File: src/rtl/button_conditioner.sv
// button_conditioner: synchronizes, debounces and event-decodes a raw push button.
//
// Ports:
//   clk100        system clock, all logic on its rising edge
//   rst_n         asynchronous active-low reset
//   button        raw, bouncing, asynchronous button pin (active-high)
//   en            event enable; gates press/release_pulse/hold and the counter only
//   level         debounced button level
//   press         one-cycle pulse on a debounced rising transition
//   release_pulse one-cycle pulse on a debounced falling transition
//   hold          one-cycle pulse once per press after HOLD_CYCLES
//   press_count   number of qualified presses, wrapping modulo 2^CNT_W
module button_conditioner #(
    parameter int DEBOUNCE_CYCLES = 1_000_000,
    parameter int HOLD_CYCLES     = 100_000_000,
    parameter int CNT_W           = 8
) (
    input  logic             clk100,
    input  logic             rst_n,
    input  logic             button,
    input  logic             en,
    output logic             level,
    output logic             press,
    output logic             release_pulse,
    output logic             hold,
    output logic [CNT_W-1:0] press_count
);
    localparam int DW = $clog2(DEBOUNCE_CYCLES);
    localparam int HW = $clog2(HOLD_CYCLES + 1);
    localparam logic [DW-1:0] DB_LAST = DW'(DEBOUNCE_CYCLES - 1);
    localparam logic [HW-1:0] H_MAX   = HW'(HOLD_CYCLES);

    typedef enum logic [1:0] {RELEASED, PRESSING, PRESSED, RELEASING} state_t;

    state_t        state;
    logic          s1, s2;
    logic [DW-1:0] db_cnt;
    logic [HW-1:0] h_cnt;
    logic          mismatch, db_done, rise, fall, holding, hold_hit;

    always_comb begin
        mismatch = s2 != level;
        db_done  = mismatch && db_cnt == DB_LAST;
        rise     = state == PRESSING && db_done;
        fall     = state == RELEASING && db_done;
        holding  = state == PRESSED || state == RELEASING;
        // h_cnt saturates at H_MAX, so this matches only on the step that first reaches it
        hold_hit = holding && h_cnt == H_MAX - HW'(1);
    end

    always_ff @(posedge clk100 or negedge rst_n) begin
        if (!rst_n) begin
            s1            <= 1'b0;
            s2            <= 1'b0;
            state         <= RELEASED;
            level         <= 1'b0;
            db_cnt        <= '0;
            h_cnt         <= '0;
            press         <= 1'b0;
            release_pulse <= 1'b0;
            hold          <= 1'b0;
            press_count   <= '0;
        end else begin
            s1     <= button;
            s2     <= s1;
            // any cycle where s2 agrees with level restarts the stability count
            db_cnt <= (mismatch && !db_done) ? db_cnt + DW'(1) : '0;
            if (db_done)
                level <= s2;
            unique case (state)
                RELEASED:  if (mismatch) state <= PRESSING;
                PRESSING:  state <= !mismatch ? RELEASED : db_done ? PRESSED : PRESSING;
                PRESSED:   if (mismatch) state <= RELEASING;
                RELEASING: state <= !mismatch ? PRESSED : db_done ? RELEASED : RELEASING;
                default:   state <= RELEASED;
            endcase
            // a bounce back from RELEASING keeps the hold progress of the same press
            h_cnt <= rise ? '0 : (holding && h_cnt != H_MAX) ? h_cnt + HW'(1) : h_cnt;
            press         <= en && rise;
            release_pulse <= en && fall;
            hold          <= en && hold_hit;
            if (en && rise)
                press_count <= press_count + CNT_W'(1);
        end
    end
endmodule
File: config.mk
export PLATFORM = sky130hd
export DESIGN_NAME = button_conditioner
export DESIGN_NICKNAME = d
export VERILOG_FILES = /design/src/rtl/button_conditioner.sv
export SDC_FILE = /design/constraint.sdc
export NUM_CORES = 1
export LEC_CHECK = 0
export ABC_CLOCK_PERIOD_IN_PS = 2100
export CORE_MARGIN = 1.5
export CORE_UTILIZATION = 40
export CTS_CLUSTER_SIZE = 10
export DETAILED_ROUTE_END_ITERATION = 7
export PLACE_DENSITY_LB_ADDON = 0.3
export REMOVE_ABC_BUFFERS = 1
export SLEW_MARGIN = 20
export SYNTH_ARGS = -nofsm -noshare
export SYNTH_HDL_FRONTEND = slang
export SYNTH_SLANG_ARGS = --single-unit
File: constraint.sdc
create_clock -name clk100 -period 2.1 [get_ports clk100]
set_input_delay 0.42 -clock clk100 [delete_from_list [all_inputs] [get_ports clk100]]
set_output_delay 0.42 -clock clk100 [all_outputs]
set_load 0.01 [all_outputs]
# Word level (Yosys, flattened, before mapping)
# Cells that the tools add are included.
# op_classes
reduce_logical,14
n_eq_ne,9
n_mux,10
add_sub_neg,3
# ops
cell,n
$mux 27,2
$add 27x1->27 const B,1
$eq 27x27->1 const B,1
$ne 27x27->1 const B,1
$add 20x1->20 const B,1
$eq 20x20->1 const B,1
$mux 20,1
$mux 2,6
$logic_and 1x1->1,9
$add 8x1->8 const B,1
$pmux 2 s4,1
$eq 2x2->1 const B,2
$ne 2x2->1 const B,2
$eq 2x1->1 const B,1
$logic_not 2->1,1
$reduce_and 2->1,1
$reduce_bool 2->1,1
$logic_not 1->1,1
$logic_or 1x1->1,1
$ne 1x1->1,1
# totals
output_inout_bits,12
in_bits,4
regBits,63
word_cells,46

# Depth between registers and ports, before layout
# Gate-level depths: netlist of the first run.
# depth
word_depth,5
ltp_mapped,8
ltp_nobuf,7

# Worst setup path before layout of the first run
# No wires, ideal clock.
# synth_path
path_kind,reg-to-reg
from,reg h_cnt[2]
to,reg h_cnt[25]
t_required_ns,1.969
path_stages_with_launch,7
arrival_ns,1.762
setup_time_ns,0.131
path_slack_ns,0.207
path_cell_list,dfrtp_1 -> nand4_4 -> or4_1 -> clkbuf_2 -> nor4_1 -> xnor2_1 -> nor2_2
# synth_via
elab_chain_len,3
word_cells_on_any_way,6
classes_between,1 x add/sub; 1 x eq/ne; 2 x mux; 2 x reduce/logical
# synth_lines
element,line_no,source
from (decl),38,logic [HW-1:0] h_cnt;
from (signal assigned),78,h_cnt <= rise ? '0 : (holding && h_cnt != H_MAX) ? h_cnt + HW'(1) : h_cnt;
$add 27x1->27 or $ne 27x27->1 (tied branches),78,
$mux 27 or $logic_and 1x1->1 (tied branches),78,
$mux 27 or $reduce_bool 2->1 (tied branches),n/a,
# Parallel ways exist; a longest one is shown, timed or not. The select of a mux whose other input is x is not followed.
# A chain may end at the register's enable or synchronous reset.

# Worst setup path in the final report of the first run
# layout_path
from,reg h_cnt[3]
to,reg h_cnt[13]
# The elaborated chain is that of the path after synthesis.

==> results of run 1 <==
[stage by stage]
| stage | cells | power, W | setup TNS (ps) | hold WS, ps | cell area, sq um |
|---|---|---|---|---|---|
| floorplan | 303 | 0.00127 | -133 | 124 | 3050 |
| CTS | 446 | 0.00225 | 0 | 2.12 | 3600 |
| detailed placement | 430 | 0.00131 | 0 | 342 | 3430 |
| global route | 446 | 0.00231 | 0 | 8.53 | 3620 |
| global placement | 430 | 0.00131 | 0 | 336 | 3430 |
| finish | 446 | 0.00221 | 0 | -0.0654 | 3620 |
[repair_timing]
action | CTS | global route
gates resized for setup | 0 | 3
buffers inserted | 0 | 0
setup endpoints to repair | 0 | 4
[final cells by class]
type | instances | area [sq um] | share of cell area [%]
clock buffer | 13 | 159 | 4.39
clock inverter | 3 | 17.5 | 0.484
inverter | 6 | 22.5 | 0.622
multi-input combinational | 234 | 1470 | 40.5
sequential | 63 | 1580 | 43.6
tap | 99 | 124 | 3.42
timing repair buffer | 28 | 255 | 7.05
[report_power, final]
part           internal, W  switching (W)
Sequential         0.00122     0.00000693
Combinational    0.0000158      0.0000391
Clock             0.000489       0.000441
Total              0.00173       0.000487
[sequential cells by signal (all words and copies together) (netlist names)]
signal	count
h_cnt	27
db_cnt	20
press_count	8
state	2
hold	1
level	1
press	1
release_pulse	1
s1	1
s2	1
[Yosys cell counts (2+ instances only)]
| cell type | number | share of area [%] |
|---|---|---|
| nor2_2 | 2 | 0.41 |
| nand2_1 | 21 | 2.6 |
| nor3_1 | 7 | 1.1 |
| and3_1 | 8 | 1.6 |
| or3_1 | 8 | 1.6 |
| o21ai_0 | 9 | 1.5 |
| clkbuf_1 | 6 | 0.73 |
| dfrtp_1 | 63 | 51 |
| mux2_2 | 2 | 0.73 |
| ha_1 | 4 | 1.6 |
| nor4_1 | 11 | 2.2 |
| inv_1 | 6 | 0.73 |
| or4_1 | 3 | 0.73 |
| xor2_1 | 23 | 6.5 |
| nand3_1 | 23 | 3.7 |
| a21oi_1 | 10 | 1.6 |
| nand4_1 | 16 | 3.2 |
| and2_1 | 2 | 0.41 |
| nor4b_1 | 4 | 1.1 |
| xnor2_1 | 20 | 5.7 |
| and4_1 | 3 | 0.85 |
| or3_2 | 3 | 0.73 |
| nor2_1 | 42 | 5.1 |
[per-layer routing]
layer  wire length (um)  track usage [%]  vias to the layer above
met3                210             5.72                        8
met2               3010             28.6                       31
met1               2780             20.6                     1155
li1                   -                -                     1155
met4                 70             4.89                        0
met5                  0                0                        -
[logic make-up (layout without fill, tap and decap cells)]
kind of cell               Yosys count  in the layout  synth area share, %
and+or+nand+nor                    163            163                 28.7
DFF                                 63             63                 51.2
xor gates and xnor gates            43             43                 12.2
AOI/OAI and AO/OA                   22             22                 3.74
buffers and inverters               14             50                 1.79
adders and majority gates            4              4                 1.62
muxes                                2              2                0.731
[how the worst min path moves through the flow]
stage | startpoint | to | slack (ps)
global route | rst_n | h_cnt[19] | 9
floorplan | rst_n | db_cnt[0] | 120
global placement | s1 | s2 | 340
finish | rst_n | h_cnt[19] | -0.07
detailed placement | s1 | s2 | 340
CTS | rst_n | h_cnt[19] | 2
[layout by cell type, fill, tap and decap left out, types with 11 or more instances in the layout]
cell | netlist | final
dfrtp_1 | 63 | 63
nor2_1 | 42 | 42
xor2_1 | 23 | 23
nand3_1 | 23 | 23
nand2_1 | 21 | 21
xnor2_1 | 20 | 20
nand4_1 | 16 | 16
clkdlybuf4s50_1 | 0 | 14
buf_4 | 0 | 12
clkbuf_8 | 0 | 11
==> results.ini, run 1 <==
[grt]
grt_pass1_wl_um = 11200
overflow = 0
grt_max_degree = 49
grt_antenna_before_repair = 0
grt_pass1_vias = 2434
grt.total_usage_pct = 17.0

[timing]
whs_ps = -0.0654
layout_setup_ws_ps = 163
relSlewSlack_pct = 73.0
max_freq_mhz = 516
finalCriticalPeriod_ps = 1940
setup_viol = 0
finalClockSkew_ps = 10.4
post-route-period-util_pct = 92.2
final-hold-violation-count = 1
rsz0062_at_grt = no
tightestPinTransition_ps = 401
drv_slew = 0

[yosys]
async_flop_share_pct = 100
synth_edf_count = 0
synth_flop_cell = dfrtp_1
synth_cells = 311
ys_seq_area_share_pct = 51.2
synth_cell_types = 38
ys_seq_elements = 63
avgSynthCellArea_sq_um = 9.90
synth_area_sq_um = 3080
yosys_warnings = 0

[setup_path]
worst-r2r-cell-count = 5
cp_top_family = simple AND/OR/NAND/NOR gates
path_depth = 5
cp.required_ps = 2360
cp-end-kind = flip-flop
rrSetupSlack_ps = 160
path_cells = nand4_4, or4_1, or2_0, or3_1, a21oi_1
crit_buf_inv = 0
critical_path_class = reg -> reg
r2r-start = h_cnt[3]
crit_path_max_fanout = 8
slowest_delay_ps = 570
crit_path_end = h_cnt[13]
r2r_end = h_cnt[13]
crit_start = h_cnt[3]
cp_slowest_cell = or4_1
cp.arrival_ps = 2200
cp-start-kind = flip-flop

[run_status]
violations = negative hold slack
status = finished with violations

[finish]
drive_gt1_share_pct = 12.4
fin_nets = 350
utilization_pct = 49.1
synthToLayoutAreaGrowth_pct = 17.5
diodes = 0
final.fill_count = 701

[power_and_ir_drop]
ir_drop_mv = 0.404
p_leak_nw = 1.56
power.density_nw_per_um2 = 611

[floorplan]
initial_core_util_pct = 41.8
io_pins = 16
die_x_um = 90.8
die_y_um = 90.8
core_area_sq_um = 7370
dieArea_sq_um = 8240
rows = 31

[clock_tree]
cts_buffers = 9
ctsHoldBuffers = 0
root_buffer = clkbuf_8
clock_path_buffers = 2
cts_tree = done
cts_sinks = 63
htreeDepth = 3
clock_latency_ps = 340
path_clk_slew_ps = 70

[routing]
drt-initial-drc-count = 67
avgViaCountPerCell = 5.27
wl_per_cell_um = 13.6
drtAntennaViolNets = 0
vias = 2349
drc = 0
wl_um = 6070
drt_first_pass_iters = 4

[placed_design]
place.port_buffers = 15
dp_slack_ps = 76.5
dp_hpwl_um = 4320
routabilityCongestion = 0.817

[hold_path]
hold_path.class = in -> async

[job]
maxCapViolCount = 0

(Power assumes the default switching activity.)
==> inputs of run 2 (changes only) <==
--- a/config.mk
+++ b/config.mk
@@ -5,7 +5,7 @@
 export SDC_FILE = /design/constraint.sdc
 export NUM_CORES = 1
 export LEC_CHECK = 0
-export ABC_CLOCK_PERIOD_IN_PS = 2100
+export ABC_CLOCK_PERIOD_IN_PS = 1700
 export CORE_MARGIN = 1.5
 export CORE_UTILIZATION = 40
 export CTS_CLUSTER_SIZE = 10
==> constraint.sdc (replaced) <==
create_clock -name clk100 -period 1.7 [get_ports clk100]
set_input_delay 0.34 -clock clk100 [delete_from_list [all_inputs] [get_ports clk100]]
set_output_delay 0.34 -clock clk100 [all_outputs]
set_load 0.01 [all_outputs]
==> run 2 against run 1 <==
Compared with the run above:
- the flow finishes with violations (negative setup slack)
- routed wire length increased by 32%
- clock-buffer cell count grew 1
- critical path depth rose by 1
- sequential share of layout area down 10 points
- flip-flop and latch count is the same
- combinational power rose by 87%
- critical path type unchanged
- largest cell class is now multi-input combinational cells
==> results.ini, run 2 (same netlist as run 1, synthesis figures left out) <==
[power_and_ir_drop]
pwr-share-comb_pct = 3.7
power.density_nw_per_um2 = 598
ir_drop_mv = 0.434
power.share.clock_pct = 42.6
total_power_w = 0.00282
p_seq_share_pct = 53.7
p_int_w = 0.00222
switchingPower_w = 0.000600
netSwitchingFraction_pct = 21.2
p_leak_nw = 2.25

[routing]
drtAntennaViolNets = 0
drc = 0
vias = 2763
wl_um = 8000
wl_per_cell_um = 15.2
avgViaCountPerCell = 5.23
drt_first_pass_iters = 4
drt-initial-drc-count = 106

[timing]
whs_ps = 353
finalCriticalPeriod_ps = 1880
tightestPinTransition_ps = 476
fin_setup_tns_ps = -1940
final-hold-violation-count = 0
finalClockSkew_ps = 4.75
max_freq_mhz = 533
rsz0062_at_grt = yes
relSlewSlack_pct = 68.3
post-route-period-util_pct = 110
layout_setup_ws_ps = -176
drv_slew = 0
setup_viol = 39

[placed_design]
dp_hpwl_um = 5110
dp_slack_ps = -198
place.port_buffers = 15
routabilityCongestion = 0.834
dpl.cell_count = 483

[floorplan]
dieArea_sq_um = 8240
die_x_um = 90.8
die_y_um = 90.8
io_pins = 16
core_area_sq_um = 7370
rows = 31
initial_core_util_pct = 41.8

[grt]
grt_max_degree = 22
grt_antenna_before_repair = 0
grt_pass1_vias = 2757
overflow = 0
grt_pass1_wl_um = 12800
grt.total_usage_pct = 19.6

[finish]
regMostFlops = h_cnt
drive_gt1_share_pct = 40.1
top_regs = h_cnt: 27 flops, db_cnt: 20 flops, press_count: 8 flops
final_cell_mix = buf_4, dfrtp_1, nor2_1
layout_commonest_cell = buf_4
diodes = 0
final_cells = 528
largest_reg_flops = 27
fin_nets = 434
synthToLayoutAreaGrowth_pct = 53.4

[setup_path]
cp-start-kind = flip-flop
cp.required_ps = 1980
crit_path_max_fanout = 4
cp-end-kind = flip-flop
cp.arrival_ps = 2150
critical_path_class = reg -> reg

[clock_tree]
root_buffer = clkbuf_8
cts_buffers = 9
cts_sinks = 63
htreeDepth = 3
clock_path_buffers = 2
cts_tree = done
clock_latency_ps = 340
path_clk_slew_ps = 60

[run_status]
status = finished with violations
violations = negative setup slack

[hold_path]
hold_path.class = reg -> reg

[job]
maxCapViolCount = 0

-- run 2: cell types whose count changed in the layout (fill, tap and decap cells not counted), moves of 4 or more --
cell     change
a21oi_1      -7
nor3_1       -7
buf_6       +18
nor3_4       +4
nand3_1      -5
nor4_4       +7
or3_4        +5
nor4_1       -8
nand3_2      +5
a21oi_2      +7
buf_4       +61
-- run 2: what timing repair did --
action | 4_1_cts | 5_1_grt
hold endpoints to repair | 15 | 0
pin swaps | 9 | 43
hold buffers | 1 | 0
buffers inserted | 8 | 23
setup endpoints to repair | 26 | 56
resized for setup | 28 | 69
cloned | 0 | 1
-- run 2: stage by stage --
| stage | instance area, sq um | utilization, % |
|---|---|---|
| 2_1_floorplan | 3050 | - |
| 3_3_place_gp | 3860 | 52.4 |
| 3_5_place_dp | 3860 | 52.4 |
| 4_1_cts | 4250 | 57.6 |
| 5_1_grt | 4720 | 64.1 |
| 6_report | 4720 | 64.1 |
-- run 2: path summary, 6_finish.rpt --
| kind | startpoint | end | slack [ps] | cells past startpoint |
|---|---|---|---|---|
| setup reg to reg | h_cnt[9] | h_cnt[13] | -180 | 6 |
| setup / recovery | h_cnt[9] | h_cnt[13] | -180 | 6 |
| max in group asynchronous | rst_n | h_cnt[12] | 710 | 3 |
| hold / removal | s1 | s2 | 350 | 0 |
| min in group asynchronous | rst_n | h_cnt[22] | 480 | 2 |
| hold reg to reg | s1 | s2 | 350 | 0 |
-- run 2: final cells by class --
class	instances	area [sq um]
fillers	570	2650
multi-input cells	234	1820
flip-flops and latches	63	1580
repair buffers	112	1000
clock buffers	14	183
well taps	99	124
inverters	6	22.5
-- run 2: worst max-delay path, stage by stage (launching register included) --
cell     delay [ps]
dfrtp_1         370
buf_4           150
nand3_2          80
or4_4           540
or2_0           240
or3_1           330
a21oi_2         110
-- run 2: power groups by stage --
stage | combinational [W] | clock, W | sequential (W)
2_1_floorplan | 0.0000203 | 0 | 0.00154
3_3_place_gp | 0.0000940 | 0 | 0.00154
3_5_place_dp | 0.0000958 | 0 | 0.00154
4_1_cts | 0.0000991 | 0.00123 | 0.00152
5_1_grt | 0.000117 | 0.00129 | 0.00152
6_report | 0.000103 | 0.00120 | 0.00152
-- run 2: metal layers --
layer  wire length [um]  GRT usage, %  up-vias  share of wire, %
li1                   -             -     1327                 -
met1               3360          22.2     1394                42
met2               4280          35.2       31                54
met3                245          5.98       11               3.1
met4                118          5.95        0               1.5
met5                  0             0        -                 0
==> inputs of run 3 (changes only) <==
--- a/config.mk
+++ b/config.mk
@@ -5,10 +5,11 @@
 export SDC_FILE = /design/constraint.sdc
 export NUM_CORES = 1
 export LEC_CHECK = 0
+export ABC_AREA = 1
 export ABC_CLOCK_PERIOD_IN_PS = 1700
 export CORE_MARGIN = 1.5
 export CORE_UTILIZATION = 40
-export CTS_CLUSTER_SIZE = 10
+export CTS_CLUSTER_SIZE = 20
 export DETAILED_ROUTE_END_ITERATION = 7
 export PLACE_DENSITY_LB_ADDON = 0.3
 export REMOVE_ABC_BUFFERS = 1
==> run 3 against run 2 <==
Compared with the run above:
- the run ends with negative hold slack left
- die area rose by 28%
- cell count rose by 46%
- register-to-register slack improved by 220 ps
- routed wire length rose by 18%
- first-iteration DRC count rose by 95%
- clock power barely moved
- sequential share of layout area fell by 0.80 points
- critical path type unchanged
==> results.ini, run 3 <==
[floorplan]
core_area_sq_um = 9730
rows = 36
io_pins = 16
die_y_um = 103
die_x_um = 103
dieArea_sq_um = 10600
initial_core_util_pct = 40.9

[routing]
avgViaCountPerCell = 4.90
highest_layer = met4
drt_first_pass_iters = 5
wl_per_cell_um = 12.3
drtAntennaViolNets = 0
met1Wirelength_um = 4590
dr_wl_met3_um = 314
drt-initial-drc-count = 207
wl_um = 9450
vias = 3775
wl_met2_um = 4390
drc = 0

[finish]
final.fill_count = 980
drive_gt1_share_pct = 12.1
synthToLayoutAreaGrowth_pct = 21.4
largest_reg_flops = 27
regMostFlops = h_cnt
final_cell_mix = nand2_1, nor2_1, nand3_1
top_regs = h_cnt: 27 flops, db_cnt: 20 flops, press_count: 8 flops
stdcell_area_sq_um = 4840
diodes = 0
fin_nets = 640
layout_commonest_cell = nand2_1

[placed_design]
placed_area_sq_um = 4490
dp_slack_ps = -61.2
routabilityCongestion = 0.893
dp_hpwl_um = 6720
place.port_buffers = 15

[power_and_ir_drop]
ir_drop_mv = 0.286
p_leak_nw = 2.46
total_power_w = 0.00280
pwr-share-comb_pct = 3.4
switchingPower_w = 0.000659
netSwitchingFraction_pct = 23.6
power.density_nw_per_um2 = 578
power.share.clock_pct = 42.4
p_int_w = 0.00214
p_seq_share_pct = 54.2

[setup_path]
cp.required_ps = 1940
cp-end-kind = flip-flop
critical_path_class = reg -> reg
cp_top_family = simple AND/OR/NAND/NOR gates
path_cells = ha_2, nand2_2, nor2_4, nand3_1, nor2_2, nand4_2, buf_12, nand3b_1, nand2_1
crit_path_max_fanout = 54
cp.arrival_ps = 1900
crit_buf_inv = 1
cp_slowest_cell = dfrtp_1
slowest_delay_ps = 370
cp-start-kind = flip-flop

[yosys]
avgSynthCellArea_sq_um = 6.88
synth_area_sq_um = 3980
synth_cells = 579
synth_area_leader_cell = dfrtp_1
netlist_top_cells_count = nand2_1, nor2_1, nand3_1
async_flop_share_pct = 100
yosysTopAreaCellShare_pct = 39.6
synth_flop_cell = dfrtp_1
synth_area_leaders = dfrtp_1, nand2_1, nor2_1
synth_edf_count = 0
yosys_warnings = 0
yosysMostFrequentCell = nand2_1
ys_seq_area_share_pct = 39.6
ys_seq_elements = 63
synth_cell_types = 28

[timing]
post-route-period-util_pct = 97.6
max_freq_mhz = 603
setup_viol = 0
drv_slew = 0
final-hold-violation-count = 16
relSlewSlack_pct = 77.1
layout_setup_ws_ps = 41.2
rsz0062_at_grt = yes
whs_ps = -13.6
finalCriticalPeriod_ps = 1660
tightestPinTransition_ps = 343
finalClockSkew_ps = 14.2

[clock_tree]
clock_path_buffers = 2
clock_latency_ps = 360
htreeDepth = 3
cts_buffers = 9
cts_tree = done
ctsHoldBuffers = 0
cts_sinks = 63
path_clk_slew_ps = 60
root_buffer = clkbuf_8

[job]
maxCapViolCount = 0

[run_status]
status = finished with violations
violations = negative hold slack

[grt]
grt.total_usage_pct = 19.3
overflow = 0
grt_pass1_vias = 3433
grt_max_degree = 64
grt_pass1_wl_um = 16000
grt_antenna_before_repair = 0

[hold_path]
hold_path.class = in -> async

[run 3: changes by cell type after synthesis, moves of 5 or more]
| cell | change |
|---|---|
| inv_1 | +55 |
| clkbuf_1 | -5 |
| buf_2 | +6 |
| nor4_1 | -10 |
| nor2_1 | +56 |
| nand3b_1 | +9 |
| nand3_1 | +50 |
| or3_1 | -8 |
| nand2_1 | +157 |
| xnor2_1 | -13 |
| and3_1 | -8 |
| a21oi_1 | -6 |
[run 3: kinds of logic (layout without fill, tap and decap cells)]
| kind of cell | after synthesis | count (layout) | synth area share [%] |
|---|---|---|---|
| flip-flops | 63 | 63 | 39.6 |
| adder cells (fa/ha/maj) | 4 | 4 | 1.26 |
| buffers and inverters | 76 | 134 | 8.01 |
| XOR/XNOR | 27 | 27 | 5.94 |
| AO/OA/AOI/OAI | 14 | 14 | 2.23 |
| AND/OR/NAND/NOR | 395 | 395 | 43.0 |
[run 3: routing by layer]
layer  GRT usage, %  vias up
met3           4.20       15
met5              0        -
met4           7.48        0
met2           30.3       66
met1           26.0     1755
li1               -     1939
[run 3: area by class of cell]
class                   count  area, sq um  area share (%)
clock inverters             4         20.0           0.414
well taps                 133          166            3.44
multi-input cells         440         2140            44.2
repair buffers             54          533            11.0
clock buffers              12          155            3.21
flip-flops and latches     63         1580            32.6
inverters                  64          248            5.12
[run 3: metrics by stage]
| stage | hold WS, ps | setup TNS [ps] | std cells | utilization (%) |
|---|---|---|---|---|
| after floorplan | 44.4 | -13570 | 567 | - |
| after global placement | 344 | 0 | 744 | 46.1 |
| after detailed placement | 348 | -335 | 744 | 46.1 |
| after CTS | 2.43 | 0 | 765 | 48.4 |
| after global routing | 13.1 | -2610 | 770 | 49.7 |
| final | -13.6 | 0 | 770 | 49.7 |
[run 3: worst paths after layout]
check,start,slack (ps),depth (start not counted),to
max in group asynchronous,rst_n,1410,2,db_cnt[19]
max reg2reg,db_cnt[1],40,9,h_cnt[5]
min in group clk100,s1,360,0,s2
min,rst_n,-10,2,db_cnt[10]
min reg2reg,s1,360,0,s2
max,db_cnt[1],40,9,h_cnt[5]
[run 3: power by group through the flow]
stage | clock network, W | logic [W] | registers (W)
4_1_cts | 0.00123 | 0.0000922 | 0.00151
3_3_place_gp | 0 | 0.0000902 | 0.00154
3_5_place_dp | 0 | 0.0000914 | 0.00154
6_report | 0.00119 | 0.0000951 | 0.00152
2_1_floorplan | 0 | 0.0000252 | 0.00154
5_1_grt | 0.00130 | 0.000109 | 0.00152
[run 3: worst reg2reg max path, cell delays in order, from the launching register on]
cell and delay (ps):
dfrtp_1 370, ha_2 200, nand2_2 70, nor2_4 170, nand3_1 110, nor2_2 130
nand4_2 110, buf_12 210, nand3b_1 120, nand2_1 60
[run 3: timing repair]
item / 4_1_cts / 5_1_grt
buffers inserted: 5 / 3
gates resized for setup: 4 / 24
pin swaps: 1 / 5
endpoints found under the setup margin: 12 / 59
gates cloned: 0 / 2
